==> src/rtl/dmem_arbiter.sv <==
// Two-port arbiter and sequencer sharing one single-ported data memory between a CPU port and a loader port.
// Latency: write ack at T+2, read ack at T+1+RD_LAT, where T is the cycle the request is first seen idle.
// Backpressure: a requester holds req and payload until its ack; the other port simply waits for arbitration.
module dmem_arbiter #(
    parameter int AW     = 32,
    parameter int DW     = 32,
    parameter int RD_LAT = 1,
    parameter int FAIR   = 1
) (
    input  logic          clk,
    input  logic          rst_n,
    input  logic          p0_req,
    input  logic          p0_we,
    input  logic [AW-1:0] p0_addr,
    input  logic [DW-1:0] p0_wdata,
    output logic          p0_ack,
    output logic [DW-1:0] p0_rdata,
    input  logic          p1_req,
    input  logic          p1_we,
    input  logic [AW-1:0] p1_addr,
    input  logic [DW-1:0] p1_wdata,
    output logic          p1_ack,
    output logic [DW-1:0] p1_rdata,
    output logic          mem_r,
    output logic          mem_w,
    output logic [AW-1:0] mem_addr,
    output logic [DW-1:0] mem_wdata,
    input  logic [DW-1:0] mem_rdata,
    output logic          busy,
    output logic          grant_id
);

    typedef enum logic [1:0] {IDLE, ISSUE, WAIT, RESP} state_t;

    // WAIT counts RD_LAT-1 cycles; the last one is the cycle whose closing edge samples the memory.
    localparam logic [1:0] WAIT_LAST = (RD_LAT > 1) ? 2'(RD_LAT - 2) : 2'd0;

    state_t     state;
    state_t     state_nxt;
    logic       we_q;
    logic       last_grant;
    logic [1:0] wait_cnt;
    logic       pick;
    logic       sample;

    // State register; reset aborts any in-flight transaction without an ack.
    always_ff @(posedge clk) begin
        if (!rst_n) begin
            state <= IDLE;
        end else begin
            state <= state_nxt;
        end
    end

    // Next state, arbitration choice and strobes, all decoded from registered state only.
    always_comb begin
        state_nxt = state;
        pick      = 1'b0;
        sample    = 1'b0;
        mem_r     = 1'b0;
        mem_w     = 1'b0;
        p0_ack    = 1'b0;
        p1_ack    = 1'b0;
        case (state)
            IDLE: begin
                if (p0_req || p1_req) begin
                    state_nxt = ISSUE;
                    if (p0_req && p1_req) begin
                        pick = (FAIR != 0) ? ~last_grant : 1'b0;
                    end else begin
                        pick = p1_req;
                    end
                end
            end
            ISSUE: begin
                if (we_q) begin
                    mem_w     = 1'b1;
                    state_nxt = RESP;
                end else begin
                    mem_r = 1'b1;
                    if (RD_LAT <= 1) begin
                        sample    = 1'b1;
                        state_nxt = RESP;
                    end else begin
                        state_nxt = WAIT;
                    end
                end
            end
            WAIT: begin
                mem_r = 1'b1;
                if (wait_cnt == WAIT_LAST) begin
                    sample    = 1'b1;
                    state_nxt = RESP;
                end
            end
            RESP: begin
                p0_ack    = ~grant_id;
                p1_ack    = grant_id;
                state_nxt = IDLE;
            end
            default: state_nxt = IDLE;
        endcase
    end

    assign busy = (state != IDLE);

    // Latch the winning request, run the read-latency counter and capture read data for the granted port.
    always_ff @(posedge clk) begin
        if (!rst_n) begin
            last_grant <= 1'b1;
            grant_id   <= 1'b0;
            we_q       <= 1'b0;
            mem_addr   <= '0;
            mem_wdata  <= '0;
            wait_cnt   <= 2'd0;
            p0_rdata   <= '0;
            p1_rdata   <= '0;
        end else begin
            if (state == IDLE && (p0_req || p1_req)) begin
                grant_id   <= pick;
                last_grant <= pick;
                we_q       <= pick ? p1_we    : p0_we;
                mem_addr   <= pick ? p1_addr  : p0_addr;
                mem_wdata  <= pick ? p1_wdata : p0_wdata;
            end
            if (state == ISSUE) begin
                wait_cnt <= 2'd0;
            end else if (state == WAIT) begin
                wait_cnt <= wait_cnt + 2'd1;
            end
            if (sample) begin
                if (grant_id) begin
                    p1_rdata <= mem_rdata;
                end else begin
                    p0_rdata <= mem_rdata;
                end
            end
        end
    end

endmodule

==> config.mk <==
export PLATFORM = sky130hd
export DESIGN_NAME = dmem_arbiter
export DESIGN_NICKNAME = d
export VERILOG_FILES = /design/src/rtl/dmem_arbiter.sv
export SDC_FILE = /design/constraint.sdc
export NUM_CORES = 1
export LEC_CHECK = 0
export CAP_MARGIN = 30
export CORE_ASPECT_RATIO = 0.5
export CORE_MARGIN = 2
export CORE_UTILIZATION = 37
export DETAILED_ROUTE_END_ITERATION = 12
export PLACE_DENSITY_LB_ADDON = 0.1
export RECOVER_POWER = 25
export SLEW_MARGIN = 20
export SYNTH_ARGS = -nofsm -noshare
export SYNTH_HDL_FRONTEND = slang
export SYNTH_SLANG_ARGS = --single-unit
==> constraint.sdc <==
create_clock -name clk -period 1.5 [get_ports clk]
set_input_delay 0.225 -clock clk [delete_from_list [all_inputs] [get_ports clk]]
set_output_delay 0.225 -clock clk [all_outputs]
set_load 0.02 [all_outputs]
* After elaboration in Yosys (flattened, before gate mapping)
Cells that the tools add are included.
** Operators by class
- Add/sub/neg operators :: 1
- Multiply operators :: 0
- Div/mod/pow operators :: 0
- Magnitude comparators :: 0
- Eq/ne operators :: 5
- Shift-type cells :: 0
- Muxes and demuxes :: 17
- Bitwise logic cells :: 3
- Reduce and logical (&&, ||, !) cells :: 10
** Operator list (count)
- 32-bit two-way mux :: 2
- 1-bit two-way mux :: 10
- 2-bit one-hot mux with 4 select lines :: 1
- 2-bit AND reduction :: 3
- 2-bit == test (second input constant) :: 2
- 2-bit logical NOT :: 2
- 2-bit two-way mux :: 2
- 1-bit one-hot mux with 2 select lines :: 2
- 1-bit NOT :: 3
- 2-bit by 1-bit adder with 2-bit output (second input constant) :: 1
- 2-bit by 1-bit == test with 1-bit output (second input constant) :: 1
- 1-bit logical AND :: 2
- 2-bit by 1-bit inequality test with 1-bit output (second input constant) :: 1
- 2-bit inequality test (second input constant) :: 1
- 2-bit nonzero test :: 1
- 2-bit OR reduction :: 1
- 1-bit logical OR :: 1
** Word-level totals
- Bits in registers :: 135
- Latch bits :: 0
- RAM bits :: 0
- Bits in read-only memories :: 0
- Input port bits :: 166
- Output and inout port bits :: 134
- Logic and storage cells :: 45
- Memories :: 0

* Logic depth before layout (Yosys ltp)
- Depth after elaboration :: 5
- Gate-level depth with buffers :: 7
- Depth with buffers taken out :: 5

* Worst setup path before layout
OpenSTA, ideal clock, no wires.
- Path type :: reg-to-reg
- Start point :: register state[0]
- End point :: register mem_addr[0]
- Setup time :: 118 ps
- Arrival :: 1480 ps
- Required time :: 1382 ps
- Slack :: -97 ps
- Stages on the path, launching flop included :: 8
- Path buffers :: 2
- Clock period less this slack :: 1597 ps
- Cells stage by stage :: dfxtp_1 inv_1 ha_1 o21ai_1 buf_2 buf_1 nand2b_1 o2111a_1
** Between the ends
- Word-level cells in the longest chain between the ends :: 3
- Elaborated cells on any way between the ends :: 4
- Those cells by class :: mux (2); reduce/logical (2)
** Ends and longest elaborated chain
- start, declared :: line 38 : state_t state;
- start signal, assigned :: line 51 : state <= state_nxt;
- 2-bit logical NOT * :: line 64, 119
- 1-bit two-way mux :: line 64 : case (state)
- 32-bit two-way mux :: line 123 : mem_addr <= pick ? p1_addr : p0_addr;
- end signal, assigned :: line 123
- end, declared :: line 26 : output logic [AW-1:0] mem_addr,
Every way passes the cells marked *; elsewhere a longest branch is shown, timed or not.
A chain may end at the register's enable or synchronous reset.

* Worst setup path after layout
- Start point :: register state[0]
- End point :: output mem_r
** Between the ends
- Word-level cells in the longest chain between the ends :: 2
- Elaborated cells on any way between the ends :: 3
- Those cells by class :: eq/ne (2); mux (1)
** Ends and longest elaborated chain
- 2-bit == test or 2-bit by 1-bit == test with 1-bit output (tied branches) :: line 64
- 1-bit one-hot mux with 2 select lines * :: line 64
- end, declared :: line 24 : output logic mem_r,
Marks and branches as above.

==> flow_summary.json <==
{
  "status": "finished, violations left",
  "failed_checks": "setup timing",
  "final_util_pct": 63.88,
  "grt_max_degree": 60,
  "antenna_found_initial": 0,
  "port_buffers": 299,
  "finalClockSkew_ps": 8.504,
  "endpoint_kind": "output port",
  "core_area_um2": 16310,
  "fin_crit_ps": 1611,
  "ys_ff_latch": 135,
  "cts_root_buf": "clkbuf_16",
  "layout_common_cells": "clkdlybuf4s50_1, dfxtp_1, dlygate4sd2_1",
  "area_growth_syn_to_layout_pct": 69.87,
  "crit_type": "reg2out",
  "regArea_um2": 2709,
  "switchingPower_mw": 4.251,
  "first_global_vias": 5998,
  "rr_worst_depth": 8,
  "die_h_um": 95.04,
  "synth_largest_area_cell": "dfxtp_1",
  "arrival_ps": 1390,
  "mostFrequentLayoutCell": "clkdlybuf4s50_1",
  "p_leak_nw": 4.371,
  "die_w_um": 186.1,
  "start_kind": "flip-flop",
  "crit_fanout": 3,
  "h-tree-depth": 4,
  "grt_first_pass_wirelength_mm": 31.43,
  "slew_headroom_pct": 80.38,
  "rsz0062_at_grt": "true",
  "clock_latency_ps": 420,
  "cts_sinks": 135,
  "nNetsFinal": 1067,
  "avgRoutedWirePerCell_um": 18.11,
  "ir_drop_uv": 829.1,
  "use_met2_pct": 38.97,
  "setup_viol": 60,
  "num-fill-cells": 1419,
  "drv_slew": 0,
  "period_share_pct": 107.4,
  "powerDensity_nw_per_um2": 1279,
  "cts_buffers": 17,
  "clk_pin_slew_ps": 60,
  "globalplace.congestion": 0.7436,
  "hold_start": "rst_n",
  "use_met1_pct": 27.49,
  "r2r_setup_slack_ps": -100,
  "initialDrtViolationCount": 238,
  "syn_inst": 600,
  "hold_depth": 3,
  "hold_path.class": "in2reg",
  "synth.area.top_cells": "dfxtp_1, a2111o_1, o2111a_1",
  "dr.pass1.iters": 4,
  "holdBufCountCts": 0,
  "cts_buffer_depth": 2,
  "yosysSeqAreaShare_pct": 44.06,
  "max_freq_ghz": 0.6209,
  "power.share.sequential_pct": 32.8,
  "multi_input_area_um2": 3267,
  "ioPinCount": 300,
  "start_util_pct": 37.61,
  "required_ps": 1270,
  "swShare_pct": 31.91,
  "hold_viol_final": 0,
  "ant_nets": 0,
  "tightest_slew_ps": 294.2,
  "grt_overflow_total": 0,
  "dieArea_um2": 17690,
  "drive_above_1_share_pct": 11.78,
  "grtUsageTotal_pct": 22.98,
  "drv_cap": 0,
  "busiest_layer": "met2",
  "num_antenna_cells": 0,
  "drc_errors": 0,
  "synth_top_area_share_pct": 44.06,
  "timing.final.ws_setup_ps": -110.7,
  "timing.rr.end": "p0_rdata[9]",
  "wl_mm": 20.55,
  "synth_nets": 772,
  "rr_startpoint": "state[0]",
  "setup-tns-final_ps": -1759,
  "comb_power_share_pct": 35.3,
  "viasPerCell": 5.201,
  "grtUsageMet3_pct": 7.487,
  "ys.warnings.count": 0,
  "postSynthAreaPerCell_um2": 10.22,
  "ys_types": 20,
  "power_frac_clock_pct": 31.9,
  "worstHoldEndpoint": "p1_rdata[11]",
  "cts_tree": "done",
  "rows": 33,
  "syn_area_um2": 6133,
  "hpwl_mm": 13.52,
  "vias": 5903,
  "internal_power_mw": 9.072
}
[registers in the layout, indices dropped and copies added, names as in the netlist]
name / cells
p0_rdata: 32
mem_wdata: 32
grant_id: 1
mem_addr: 32
state: 2
we_q: 1
p1_rdata: 32
wait_cnt: 2
last_grant: 1
[repair_timing]
item,4_1_cts,5_1_grt
gates resized for setup,191,13
setup endpoints to repair,198,73
cloned,7,0
pin swaps,4,4
setup buffers,8,0
[cell type report]
type                            count  area share (%)
Sequential cell                   135           26.00
Tap cell                          227           2.726
Multi-Input combinational cell    392           31.36
Clock buffer                       20           4.287
Clock inverter                     12           1.465
Timing Repair Buffer              343           33.88
Inverter                            6          0.2882
[synthesized netlist by cell type]
| library cell | n |
|---|---|
| a2111o_1 | 65 |
| a21boi_0 | 2 |
| a21oi_1 | 1 |
| a21oi_2 | 2 |
| and2_1 | 2 |
| buf_1 | 13 |
| buf_2 | 22 |
| clkbuf_1 | 32 |
| dfxtp_1 | 135 |
| ha_1 | 6 |
| inv_1 | 6 |
| mux2i_1 | 67 |
| nand2_1 | 104 |
| nand2b_1 | 69 |
| nand3_1 | 2 |
| nor2_1 | 3 |
| nor2b_1 | 2 |
| o2111a_1 | 65 |
| o21ai_1 | 1 |
| xnor2_1 | 1 |
[layer usage]
metal / vias up / part of all wire, %
met4: 0 / 2.3
li1: 2848 / -
met1: 2848 / 43
met3: 33 / 7.3
met5: - / 0
met2: 174 / 47
[worst max path at each step]
stage | startpoint | endpoint | slack (ps) | depth (start not counted)
final | state[0] | mem_r | -110 | 6
after global routing | state[0] | p0_rdata[9] | -190 | 8
after CTS | state[0] | mem_r | -140 | 6
after detailed placement | p0_req | mem_wdata[10] | -270 | 5
after global placement | state[0] | mem_r | -250 | 4
after floorplan | state[0] | p0_rdata[10] | -5 | 6
[stage by stage]
stage | setup WS, ps | cells | hold slack [ps] | area, um2 | power, mW
6_report | -110.7 | 1135 | 198.0 | 10420 | 13.32
5_1_grt | -191.4 | 1135 | 197.2 | 10420 | 13.99
4_1_cts | -143.3 | 1138 | 176.6 | 10450 | 13.54
3_5_place_dp | -272.4 | 1091 | 444.9 | 9634 | 9.131
3_3_place_gp | -247.3 | 1091 | 441.0 | 9634 | 9.063
2_1_floorplan | -4.566 | 600 | 389.5 | 6215 | 6.950
[cells by family (layout without fill, tap and decap cells)]
logic type      count (synthesis)  count (layout)  share of synthesized area (%)
buf+inv                        73             381                          4.917
compound gates                136             136                          24.56
flops                         135             135                          44.06
mux                            67              67                          10.93
simple gates                  182             182                          14.16
xor+xnor                        1               1                         0.1428
fa+ha+maj                       6               6                          1.224
[power groups by stage]
| stage | combinational, mW | sequential [mW] | clock [mW] |
|---|---|---|---|
| 2_1_floorplan | 1.89 | 5.06 | 0 |
| 4_1_cts | 4.81 | 4.37 | 4.36 |
| 3_3_place_gp | 4.63 | 4.44 | 0 |
| 6_report | 4.70 | 4.37 | 4.25 |
| 5_1_grt | 5.03 | 4.44 | 4.52 |
| 3_5_place_dp | 4.68 | 4.45 | 0 |
[critical path, cell delays in order, from the launching register on]
cell and delay (ps):
dfxtp_4 360, inv_4 60, buf_6 100, ha_4 150, inv_2 40, a21boi_2 130
buf_6 140
Power figures use the tool's default switching activity.
==> patch 1 (config.mk and constraints unchanged) <==
Set the parameter `AW` to 64 (it was 32).
--- a/src/rtl/dmem_arbiter.sv
+++ b/src/rtl/dmem_arbiter.sv
@@ -4,3 +4,3 @@
 module dmem_arbiter #(
-    parameter int AW     = 32,
+    parameter int AW     = 64,
     parameter int DW     = 32,
Ports: changed (resized mem_addr, p0_addr and p1_addr); port bits go from 300 to 396. No check against the original RTL was run, so the function may have changed too.
==> patch 1 against the unedited design <==
Via count grew 37%. Combinational power grew 78%. Sequential cell count rose by 32. Largest power group unchanged. The run still ends with negative setup slack left. Worst hold slack got worse by 0.032 ns. Setup slack worse by 0.035 ns. Critical path depth is 2 higher. Design area up 39%. Routed wire length rose by 63%. Synthesized area grew 27%. Power grew 39%. Global-route usage is 3.2 points higher. Sequential share of layout area shrank 2.8 points. Critical path type is now flip-flop to flip-flop.
==> patch 1: results <==
[logic_synthesis]
yosys-top-cells-count = dfxtp_1 (167), nand2_1 (103), a2111o_1 (97), o2111a_1 (97), nand2b_1 (94)
seq_area_frac_synth = 0.4290
yosys-top-cells-area = dfxtp_1 (43%), a2111o_1 (14%), o2111a_1 (14%), mux2i_1 (8.6%), nand2b_1 (7.5%)
synth_nets = 986
yosysUniqueCellTypes = 25

[timing]
fin_skew_ns = 0.008265
worst_slack_ns = -0.1462
hold_slack_ns = 0.1665
drv_slew = 0
setup_viol = 160
max-slew-margin-rel = 0.7556

[setup_path]
worstRegToRegCells = 8
crit_type = flip-flop to flip-flop
crit_arrival_ns = 2.02
regToRegEndpoint = mem_addr[34]
r2r-start = state[1]
path_max_fanout = 8
slowest_delay_ns = 0.36

[finish]
final_util = 0.7013
layout.nets = 1413
drive_gt1_frac = 0.1693

[global_routing]
grt_use_total = 0.2621
grt_pass1_vias = 8066
grt_pass1_wl_um = 45410
grt_max_degree = 56

[route]
routedWlPerCell_um = 22.88
drtIter0Drc = 539
first_pass_iters = 6
vias_per_cell = 5.544

[placed_design]
post-place-ws_ns = -0.3528
place_congestion = 0.8013
postPlaceCellArea_um2 = 12420
io_buffers = 395
hpwlAfterDp_um = 19840

[power_and_ir_drop]
leakage_nw = 6.116
power.internal_mw = 12.34
powerClk_mw = 4.66
p_seq_frac = 0.297
peakVddDrop_v = 0.0008219

[clocking]
clock_latency_ns = 0.44
htree_levels = 4

[run_status]
violations = negative setup slack
status = complete, but fails checks

[min_path]
holdPathEnd = p0_rdata[11]
[patch 1: changes by cell type after synthesis, moves of 8 or more]
cell	before	now
clkbuf_1	32	63
nand2b_1	69	94
a2111o_1	65	97
dfxtp_1	135	167
buf_1	13	5
o2111a_1	65	97
[patch 1: final cells by class]
type / instances / share of cell area
clock inverter: 9 / 0.01048
timing repair buffer: 495 / 0.3861
multi-input combinational: 488 / 0.3120
clock buffer: 20 / 0.03092
inverter: 6 / 0.002771
antenna: 1 / 0.0001732
sequential: 167 / 0.2320
tap: 273 / 0.02364
timing repair inverter: 2 / 0.001905
[patch 1: what timing repair did]
action | CTS | global route
resized for setup | 222 | 105
pin swaps | 0 | 96
hold buffers | 0 | 0
setup endpoints to repair | 285 | 158
setup buffers | 7 | 8
gates cloned | 8 | 33
[patch 1: metal layers]
layer,share of wire,GRT usage,up-vias
met5,0,0,-
met4,0.033,0.1107,0
met3,0.074,0.07616,74
met2,0.47,0.4398,310
met1,0.42,0.3168,3972
li1,-,-,3744
[patch 1: critical path: cells and delay by family, from the launching register on]
family                     cells  cell delay (ns)
buffers and inverters          4             0.59
DFF                            1             0.36
AOI/OAI and AO/OA              2             0.32
adders and majority gates      1             0.22
and+or+nand+nor                1             0.08
[patch 1: per-stage QoR]
stage | TNS (ns) | total power, mW | std cells
final | -12.98 | 18.52 | 1461
after global routing | -21.03 | 19.25 | 1460
after CTS | -9.361 | 16.67 | 1422
after detailed placement | -37.97 | 11.93 | 1379
after global placement | -33.04 | 11.79 | 1379
after floorplan | 0 | 8.819 | 750
[patch 1: cells by family after synthesis]
logic type	after synthesis	share of synthesized area
muxes	67	0.08606
AOI/OAI and AO/OA	200	0.2853
DFF	167	0.4290
and+or+nand+nor	214	0.1389
buffers and inverters	95	0.04994
adders and majority gates	6	0.009634
xor gates and xnor gates	1	0.001124
==> patch 2 (same settings) <==
Made on the original files. Re-encode `state_t` (4 states) as Gray code, 2 bits wide.
--- a/src/rtl/dmem_arbiter.sv
+++ b/src/rtl/dmem_arbiter.sv
@@ -32,3 +32,3 @@
 
-    typedef enum logic [1:0] {IDLE, ISSUE, WAIT, RESP} state_t;
+    typedef enum logic [1:0] {IDLE = 2'b00, ISSUE = 2'b01, WAIT = 2'b11, RESP = 2'b10} state_t;
 
Check against the original RTL: no difference found for any inputs over 4 cycles, from zero or initial values and one cycle with rst_n low; so few cycles prove little.
==> patch 2 against the unedited design <==
The flow still finishes with violations (negative setup slack). Design area is 1.4% higher. Sequential cell count stayed put. Sequential power is 8.5% lower. Setup slack worse by 0.023 ns. Routed wire length is 3.3% higher. Synthesized area is 9.6% lower. Critical endpoint is now mem_addr[11]. Power is 16% lower.
==> patch 2: results <==
[placed_design]
place_congestion = 0.7850
postPlaceCellArea_um2 = 8932
post-place-ws_ns = -0.2541
hpwlAfterDp_um = 12360

[run_status]
status = complete, but fails checks
violations = negative setup slack

[power_and_ir_drop]
p_clk_frac = 0.383
switchingPower_mw = 3.319
peakVddDrop_v = 0.0008026
leakage_nw = 4.706

[finish]
drive_gt1_frac = 0.1941
layout.nets = 1138

[logic_synthesis]
syn-instance-count = 642
seq_area_frac_synth = 0.4876
synth_edf_count = 0
synth_nets = 809
yosysWarnings = 0
yosys-top-cells-count = dfxtp_1 (135), nand2_1 (99), nor2_1 (68)
yosys-top-cells-area = dfxtp_1 (49%), mux2i_1 (12%), o32ai_1 (10%), nand2_1 (6.7%), a21oi_1 (5.8%)
yosysUniqueCellTypes = 28

[setup_path]
path_max_fanout = 7
crit_arrival_ns = 1.92
worstRegToRegCells = 9
r2r-start = state[0]
crit_path_end_kind = flip-flop
regToRegEndpoint = mem_addr[11]

[timing]
setup_viol = 93
setup-tns-final_ns = -5.944
max-slew-margin-rel = 0.7129
worst_slack_ns = -0.1340
fin_skew_ns = 0.01439

[route]
vias_per_cell = 5.052
routedWlPerCell_um = 17.96
drtIter0Drc = 218

[global_routing]
grt_pass1_vias = 5680
grt_max_degree = 102
antenna_found_initial = 0
grt_use_total = 0.2254
grt_pass1_wl_um = 29040

[clocking]
hold_buffers = 0
==> patch 2: cell types whose count changed in the layout (fill, tap and decap cells not counted), sizes merged, moves of 61 or more <==
cell | before | now
a21oi | 3 | 64
nor2 | 3 | 68
o2111a | 65 | 0
a2111o | 65 | 0
nand2b | 69 | 0
o32ai | 0 | 64
inv | 6 | 74
==> patch 2: layer usage <==
metal | track usage | vias up | wire [um]
met5 | 0 | - | 0
met4 | 0.07369 | 0 | 461
met3 | 0.06271 | 34 | 1405
met2 | 0.3820 | 212 | 10680
met1 | 0.2761 | 2881 | 8684
li1 | - | 2844 | -
==> patch 2: worst min-delay path by stage <==
| stage | start | endpoint | slack [ns] | cells past startpoint |
|---|---|---|---|---|
| floorplan | mem_rdata[0] | p0_rdata[0] | 0.39 | 2 |
| global placement | mem_addr[6] | mem_addr[6] | 0.44 | 2 |
| detailed placement | mem_wdata[19] | mem_wdata[19] | 0.45 | 2 |
| CTS | rst_n | last_grant | 0.05 | 2 |
| global route | rst_n | last_grant | 0.07 | 2 |
| finish | rst_n | last_grant | 0.06 | 2 |
==> patch 2: repair_timing <==
action	CTS	global route
cloned	5	15
gates resized for setup	177	109
endpoints found under the setup margin	230	126
setup buffers	9	13
pin swaps	2	55
==> patch 2: cell families (layout without fill, tap and decap cells) <==
| kind of cell | Yosys count | after routing | synth area share |
|---|---|---|---|
| fa+ha+maj | 1 | 1 | 0.002257 |
| simple gates | 181 | 181 | 0.1307 |
| compound gates | 139 | 139 | 0.1740 |
| flops | 135 | 135 | 0.4876 |
| buf+inv | 121 | 463 | 0.08803 |
| mux | 65 | 65 | 0.1174 |
==> patch 2: power groups by stage <==
stage                     clock network [mW]  registers [mW]  logic [mW]
after floorplan                            0            4.38       0.790
after global placement                     0            4.08        2.35
after detailed placement                   0            4.08        2.37
after CTS                               4.34            4.00        2.34
after global routing                    4.52            4.03        3.02
final                                   4.27            4.00        2.86
==> patch 2: layout make-up <==
class / instances / area (um2)
Multi-Input combinational cell: 386 / 2932
Timing Repair Buffer: 364 / 3824
Tap cell: 198 / 247.7
Clock buffer: 18 / 429.2
Clock inverter: 14 / 165.2
Inverter: 67 / 251.5
Sequential cell: 135 / 2711
Fill cell: 1090 / 3985
==> patch 2: critical path, delay by kind of cell (launching register included) <==
family                 cells  cell delay [ns]
DFF                        1             0.35
buffers and inverters      6             0.70
AOI/OAI and AO/OA          2             0.29
and+or+nand+nor            1             0.16
